[config.mk]
export PLATFORM = sky130hd
export DESIGN_NAME = sar_adc_scan_flat
export DESIGN_NICKNAME = d
export VERILOG_FILES = /design/src/rtl/sar_adc_scan_if.sv /design/src/rtl/sar_adc_scan.sv /design/src/flat_wrapper.sv
export SDC_FILE = /design/constraint.sdc
export NUM_CORES = 1
export LEC_CHECK = 0
export CORE_MARGIN = 5
export CORE_UTILIZATION = 50
export DETAILED_ROUTE_END_ITERATION = 8
export PLACE_DENSITY = 0.79
export RECOVER_POWER = 50
export SETUP_SLACK_MARGIN = 0.5
export SLEW_MARGIN = 5
export SYNTH_ARGS = -nofsm -noshare
export SYNTH_HDL_FRONTEND = slang
export SYNTH_SLANG_ARGS = --single-unit
[constraint.sdc]
create_clock -name clk -period 2.4 [get_ports clk]
set_input_delay 0.48 -clock clk [delete_from_list [all_inputs] [get_ports clk]]
set_output_delay 0.48 -clock clk [all_outputs]
set_load 0.01 [all_outputs]
[src/rtl/sar_adc_scan_if.sv]
// CPU-side control and tagged-result bundle of sar_adc_scan.
// master = CPU I/O register block, slave = converter.
interface sar_adc_scan_if #(
  parameter int BITS     = 8,
  parameter int CHANNELS = 4
);
  localparam int CH_W = (CHANNELS > 1) ? $clog2(CHANNELS) : 1;

  logic                start;
  logic                cont_en;
  logic [CHANNELS-1:0] ch_en;
  logic                busy;
  logic [BITS-1:0]     result;
  logic [CH_W-1:0]     result_ch;
  logic                result_valid;

  modport master (
    output start, cont_en, ch_en,
    input  busy, result, result_ch, result_valid
  );

  modport slave (
    input  start, cont_en, ch_en,
    output busy, result, result_ch, result_valid
  );
endinterface

[src/rtl/sar_adc_scan.sv]
// Multi-channel PWM-DAC SAR ADC scanner with oversampling; one result per 2**OSR_LOG2 conversions.
// Latency (SAMPLE_PERIODS+BITS*BIT_PERIODS)*PWM_PERIOD per conversion; no backpressure, result_valid is a 1-cycle strobe.
module sar_adc_scan #(
  parameter int BITS           = 8,
  parameter int CHANNELS       = 4,
  parameter int PWM_PERIOD     = 255,
  parameter int SAMPLE_PERIODS = 100,
  parameter int BIT_PERIODS    = 100,
  parameter int OSR_LOG2       = 0,
  localparam int CH_W          = (CHANNELS > 1) ? $clog2(CHANNELS) : 1
) (
  input  logic            clk,
  input  logic            rst_n,
  sar_adc_scan_if.slave   cpu,
  input  logic            adc_cmp,
  output logic            adc_sh_ctl,
  output logic            adc_dac_pwm,
  output logic [CH_W-1:0] mux_sel
);

  localparam int PW    = $clog2(PWM_PERIOD);
  localparam int CW    = (PW > BITS) ? PW : BITS;
  localparam int PMAX  = (SAMPLE_PERIODS > BIT_PERIODS) ? SAMPLE_PERIODS : BIT_PERIODS;
  localparam int PERW  = $clog2(PMAX + 1);
  localparam int BIW   = $clog2(BITS);
  localparam int AW    = BITS + OSR_LOG2;
  localparam int OW    = (OSR_LOG2 > 0) ? OSR_LOG2 : 1;
  localparam int OSR_N = 1 << OSR_LOG2;

  typedef enum logic [1:0] {IDLE, SAMPLE, CONVERT} state_t;

  state_t          state;
  logic [PW-1:0]   pwm_cnt;
  logic            boundary;
  logic [1:0]      cmp_sync;
  logic            cmp_s;
  logic [BITS-1:0] sar;
  logic [BITS-1:0] sar_upd;
  logic [BIW-1:0]  bit_idx;
  logic [PERW-1:0] per_cnt;
  logic [AW-1:0]   acc;
  logic [AW-1:0]   acc_sum;
  logic [OW-1:0]   osr_cnt;
  logic            osr_last;
  logic [CH_W-1:0] cur_ch;
  logic [CH_W-1:0] next_ch;
  logic [CH_W-1:0] cur_inc;
  logic [CH_W-1:0] base_ch;
  logic [CH_W-1:0] sel_ch;
  logic [CH_W:0]   j;
  logic            any_en;
  logic            start_pend;

  always_ff @(posedge clk or negedge rst_n) begin
    if (!rst_n) pwm_cnt <= '0;
    else if (boundary) pwm_cnt <= '0;
    else pwm_cnt <= pwm_cnt + PW'(1);
  end

  always_ff @(posedge clk or negedge rst_n) begin
    if (!rst_n) cmp_sync <= '0;
    else cmp_sync <= {cmp_sync[0], adc_cmp};
  end

  assign boundary    = (pwm_cnt == PW'(PWM_PERIOD - 1));
  assign cmp_s       = cmp_sync[1];
  assign adc_dac_pwm = (CW'(pwm_cnt) < CW'(sar));
  assign mux_sel     = cur_ch;
  assign any_en      = |cpu.ch_en;
  assign cur_inc     = (cur_ch == CH_W'(CHANNELS - 1)) ? '0 : cur_ch + CH_W'(1);
  assign base_ch     = (state == IDLE) ? next_ch : cur_inc;
  assign osr_last    = (osr_cnt == OW'(OSR_N - 1));
  assign acc_sum     = acc + AW'(sar_upd);

  // Scan downwards so the enabled channel nearest base_ch (with wrap) wins.
  always_comb begin
    sel_ch = '0;
    j      = '0;
    for (int i = CHANNELS - 1; i >= 0; i--) begin
      j = {1'b0, base_ch} + (CH_W+1)'(i);
      if (j >= (CH_W+1)'(CHANNELS)) j = j - (CH_W+1)'(CHANNELS);
      if (cpu.ch_en[j[CH_W-1:0]]) sel_ch = j[CH_W-1:0];
    end
  end

  always_comb begin
    sar_upd          = sar;
    sar_upd[bit_idx] = cmp_s;
    if (bit_idx != '0) sar_upd[bit_idx - BIW'(1)] = 1'b1;
  end

  always_ff @(posedge clk or negedge rst_n) begin
    if (!rst_n) begin
      state            <= IDLE;
      sar              <= '0;
      bit_idx          <= '0;
      per_cnt          <= '0;
      acc              <= '0;
      osr_cnt          <= '0;
      cur_ch           <= '0;
      next_ch          <= '0;
      start_pend       <= 1'b0;
      adc_sh_ctl       <= 1'b0;
      cpu.busy         <= 1'b0;
      cpu.result       <= '0;
      cpu.result_ch    <= '0;
      cpu.result_valid <= 1'b0;
    end else begin
      cpu.result_valid <= 1'b0;
      case (state)
        IDLE: begin
          if (cpu.start) start_pend <= 1'b1;
          if (boundary && (start_pend || cpu.cont_en) && any_en) begin
            state      <= SAMPLE;
            cpu.busy   <= 1'b1;
            start_pend <= 1'b0;
            cur_ch     <= sel_ch;
            acc        <= '0;
            osr_cnt    <= '0;
            per_cnt    <= '0;
          end
        end
        SAMPLE: begin
          if (boundary) begin
            if (per_cnt == PERW'(SAMPLE_PERIODS - 1)) begin
              state      <= CONVERT;
              adc_sh_ctl <= 1'b1;
              sar        <= {1'b1, {(BITS-1){1'b0}}};
              bit_idx    <= BIW'(BITS - 1);
              per_cnt    <= '0;
            end else begin
              per_cnt <= per_cnt + PERW'(1);
            end
          end
        end
        CONVERT: begin
          if (boundary) begin
            if (per_cnt != PERW'(BIT_PERIODS - 1)) begin
              per_cnt <= per_cnt + PERW'(1);
            end else begin
              per_cnt <= '0;
              if (bit_idx != '0) begin
                sar     <= sar_upd;
                bit_idx <= bit_idx - BIW'(1);
              end else begin
                // Conversion done: the DAC code is irrelevant while tracking.
                adc_sh_ctl <= 1'b0;
                sar        <= '0;
                if (!osr_last) begin
                  acc     <= acc_sum;
                  osr_cnt <= osr_cnt + OW'(1);
                  state   <= SAMPLE;
                end else begin
                  cpu.result       <= acc_sum[AW-1:OSR_LOG2];
                  cpu.result_ch    <= cur_ch;
                  cpu.result_valid <= 1'b1;
                  next_ch          <= cur_inc;
                  if (cpu.cont_en && any_en) begin
                    state   <= SAMPLE;
                    cur_ch  <= sel_ch;
                    acc     <= '0;
                    osr_cnt <= '0;
                  end else begin
                    state    <= IDLE;
                    cpu.busy <= 1'b0;
                  end
                end
              end
            end
          end
        end
        default: state <= IDLE;
      endcase
    end
  end

endmodule

[src/flat_wrapper.sv]
// flat-port wrapper written by rule: the top's interface ports become plain ports
module sar_adc_scan_flat 
#(
  parameter int BITS           = 8,
  parameter int CHANNELS       = 4,
  parameter int PWM_PERIOD     = 255,
  parameter int SAMPLE_PERIODS = 100,
  parameter int BIT_PERIODS    = 100,
  parameter int OSR_LOG2       = 0,
  localparam int CH_W          = (CHANNELS > 1) ? $clog2(CHANNELS) : 1
)
  (clk, rst_n, adc_cmp, adc_sh_ctl, adc_dac_pwm, mux_sel, cpu_start, cpu_cont_en, cpu_ch_en, cpu_busy, cpu_result, cpu_result_ch, cpu_result_valid);
  sar_adc_scan_if #(.BITS(BITS), .CHANNELS(CHANNELS)) cpu_i ();
  input  logic clk;
  input  logic rst_n;
  input  logic adc_cmp;
  output logic adc_sh_ctl;
  output logic adc_dac_pwm;
  output logic [CH_W-1:0] mux_sel;
  input wire logic [$bits(cpu_i.start)-1:0] cpu_start;
  input wire logic [$bits(cpu_i.cont_en)-1:0] cpu_cont_en;
  input wire logic [$bits(cpu_i.ch_en)-1:0] cpu_ch_en;
  output wire logic [$bits(cpu_i.busy)-1:0] cpu_busy;
  output wire logic [$bits(cpu_i.result)-1:0] cpu_result;
  output wire logic [$bits(cpu_i.result_ch)-1:0] cpu_result_ch;
  output wire logic [$bits(cpu_i.result_valid)-1:0] cpu_result_valid;
  assign cpu_i.start = cpu_start;
  assign cpu_i.cont_en = cpu_cont_en;
  assign cpu_i.ch_en = cpu_ch_en;
  assign cpu_busy = cpu_i.busy;
  assign cpu_result = cpu_i.result;
  assign cpu_result_ch = cpu_i.result_ch;
  assign cpu_result_valid = cpu_i.result_valid;
  sar_adc_scan #(.BITS(BITS), .CHANNELS(CHANNELS), .PWM_PERIOD(PWM_PERIOD), .SAMPLE_PERIODS(SAMPLE_PERIODS), .BIT_PERIODS(BIT_PERIODS), .OSR_LOG2(OSR_LOG2)) u_core (.clk(clk), .rst_n(rst_n), .cpu(cpu_i), .adc_cmp(adc_cmp), .adc_sh_ctl(adc_sh_ctl), .adc_dac_pwm(adc_dac_pwm), .mux_sel(mux_sel));
endmodule
==> flow_summary.toml <==
[synthesis]
synth-seq-area-share = 0.434
syn_area_um2 = 2770
synth_cell_types = 47
syn-num-nets = 315
yosysTopAreaCellShare = 0.434
async_reset_ff_frac = 1.00
yosys_warnings = 0
yosys_register_bits = 48
ys_top_cells_by_area = "dfrtp_1, ha_1, o21ai_0"
synthCells = 289
synthFlopType = "dfrtp_1"
avgSynthCellArea_um2 = 9.59
synth-edff-count = 0
synth_top_area_cell = "dfrtp_1"

[drt]
vias = 2646
firstDrtPassIters = 4
drt_iter0_markers = 248
antenna_left = 0
viasPerCell = 6.01
wl_um = 8530
wire_per_inst_um = 19.4
route.detailed.drc = 0

[outcome]
status = "finished clean"

[worst_setup_path]
critPathLaunchType = "register"
worstSetupEndpointType = "output port"
critPathKind = "register to output port"
r2r_start = "u_core.pwm_cnt[1]$_DFF_PN0_"
crit_fanout = 2
cp.arrival_ns = 1.78
crit_path_start = "u_core.pwm_cnt[5]$_DFF_PN0_"
worst_ep_required_time_ns = 1.92

[placement]
io_buffers = 24
dp_hpwl_um = 4660
place_congestion = 0.860
dp.cells = 405

[die]
die_area_um2 = 7130
core.rowCount = 27
core-area_um2 = 5440
die_width_um = 84.4
pin_count = 25
start_util = 0.509
die_height_um = 84.4

[sta]
drv_slew = 0
worstMarginPinSlew_ns = 1.19
slew_headroom = 0.208
setup-tns-final_ns = 0
rsz0062_at_grt = "true"
fin_worst_skew_ns = 0.0176
min_period_ns = 2.26
hold_viol_final = 0
setup_viol = 0
fmax_ghz = 0.442
finalCritPeriodShare = 0.943

[clock_tree]
hold_buffers = 0
cts_tree = "built"
htree_levels = 2
cts_buffers = 5
clkTransAtPathRegs_ns = 0.10
clk_path_buf_depth = 2
worstSkewPairLatency_ns = 0.32
root_buffer = "clkbuf_8"
cts_sinks = 48

[pwr]
p_total_w = 0.00140
ir_drop_v = 0.000283
powerDensity_nw_per_um2 = 345
leakage_nw = 1.69

[grt]
grt_pass1_wl_um = 12200
grt_overflow = 0
grtUsageTotal = 0.212
grt_start_max_net_pins = 28
antenna_found_initial = 0
grt_pass1_vias = 2507

[cells_and_area]
drive_above_1_share = 0.386
nets = 393
fin_cells = 440
final_util = 0.744
area_growth_pct = 46.0
antenna_cells = 0

[hold_path]
min_from = "u_core.cmp_sync[0]$_DFF_PN0_"
worstHoldPathType = "register to register"

[flow_run]
cap_violations = 0
-- per-stage QoR --
| stage | setup WS, ns | hold slack, ns | area [um^2] |
|---|---|---|---|
| after global placement | 0.0213 | 0.337 | 3320 |
| after global routing | 0.0880 | 0.381 | 4050 |
| after detailed placement | -0.139 | 0.342 | 3320 |
| after CTS | 0.121 | 0.152 | 3710 |
| after floorplan | 0.193 | 0.184 | 2830 |
| final | 0.137 | 0.370 | 4050 |
-- cell usage after synthesis (2+ instances only) --
master / count
ha_1: 17
nor2_1: 16
a21oi_1: 14
nand2_1: 23
mux2i_1: 4
nand3_1: 14
o31ai_1: 8
o21a_1: 3
a21o_1: 2
a22oi_1: 2
inv_1: 24
a22o_1: 5
xor2_1: 2
o21ai_1: 2
or4_1: 2
and3_1: 2
mux2_1: 2
xnor2_1: 2
or3b_2: 2
nor2b_1: 4
o211ai_1: 3
or3_1: 5
o21ai_0: 33
clkbuf_1: 6
o221ai_1: 3
nand2b_1: 5
mux2_2: 11
nor3_1: 7
dfrtp_1: 48
-- registers in the layout (all words and copies together) (netlist names) --
signal / count
u_core.mux_sel: 2
u_core.cpu.busy: 1
u_core.cmp_sync: 2
u_core.cpu.result_valid: 1
u_core.state: 2
u_core.bit_idx: 3
u_core.start_pend: 1
u_core.adc_sh_ctl: 1
u_core.cpu.result: 8
u_core.next_ch: 2
u_core.sar: 8
u_core.pwm_cnt: 8
u_core.cpu.result_ch: 2
u_core.per_cnt: 7
-- critical path, cell delays in order, from the launching register on --
cell and delay (ns):
dfrtp_2 0.45, ha_4 0.26, a2111oi_4 0.33, buf_4 0.17, a31o_2 0.16, buf_6 0.10
-- power by group --
| group | leakage [nW] | internal [W] | total [W] | switching (W) |
|---|---|---|---|---|
| Clock | 0.0479 | 0.000204 | 0.000503 | 0.000299 |
| Combinational | 1.02 | 0.0000287 | 0.0000666 | 0.0000379 |
| Sequential | 0.626 | 0.000816 | 0.000827 | 0.0000114 |
| Total | 1.69 | 0.00105 | 0.00140 | 0.000349 |
-- timing repair --
| action | in CTS | in global routing |
|---|---|---|
| buffers inserted | 15 | 12 |
| gates cloned | 0 | 0 |
| resized for setup | 51 | 76 |
| pin swaps | 15 | 17 |
| endpoints found under the setup margin | 37 | 38 |
-- routing by layer --
layer | part of all wire | track usage
met5 | 0 | 0
met4 | 0.037 | 0.0763
met3 | 0.043 | 0.0353
met2 | 0.51 | 0.352
met1 | 0.41 | 0.280
-- cell type report --
cell class	count	area, um^2
Inverter	24	90.1
Clock inverter	3	18.8
Fill cell	325	1390
Sequential cell	48	1200
Multi-Input combinational cell	210	1870
Clock buffer	5	68.8
Tap cell	72	90.1
Timing Repair Buffer	78	703
-- cells in the final DEF (no fill, tap or decap), drive strengths merged, types with 3 or more instances in the layout --
cell type,netlist,final
ha,17,17
dlygate4sd2,0,3
o211ai,3,3
o21ai,35,35
clkinv,0,3
o21a,3,3
or3,5,5
clkbuf,6,10
o221ai,3,3
nor3,9,9
nand2b,5,5
dfrtp,48,48
inv,24,24
nand2,23,23
nand3,15,15
mux2i,4,4
buf,1,51
mux2,13,13
a21oi,14,14
nor2,16,16
o31ai,8,8
a22o,5,5
clkdlybuf4s50,0,17
nor2b,4,4
-- path summary, 6_finish.rpt --
path,depth (start not counted),end,slack (ns)
worst max-delay path,5,adc_dac_pwm,0.14
worst min-delay path,0,u_core.cmp_sync[1]$_DFF_PN0_,0.37
worst max register to register,9,u_core.state[0]$_DFFE_PN0P_,0.15
worst min register to register,0,u_core.cmp_sync[1]$_DFF_PN0_,0.37
max in group asynchronous,2,u_core.pwm_cnt[5]$_DFF_PN0_,0.70
min in group asynchronous,1,u_core.state[0]$_DFFE_PN0P_,0.39
-- logic make-up (layout without fill, tap and decap cells) --
group	after synthesis	after routing	synth area share
multiplexers	17	17	0.0673
XOR/XNOR	4	4	0.0126
buffers and inverters	31	110	0.0425
AND/OR/NAND/NOR	88	88	0.179
adder cells (fa/ha/maj)	17	17	0.0768
AO/OA/AOI/OAI	84	84	0.188
flip-flops	48	48	0.434
Power figures use the tool's default switching activity.
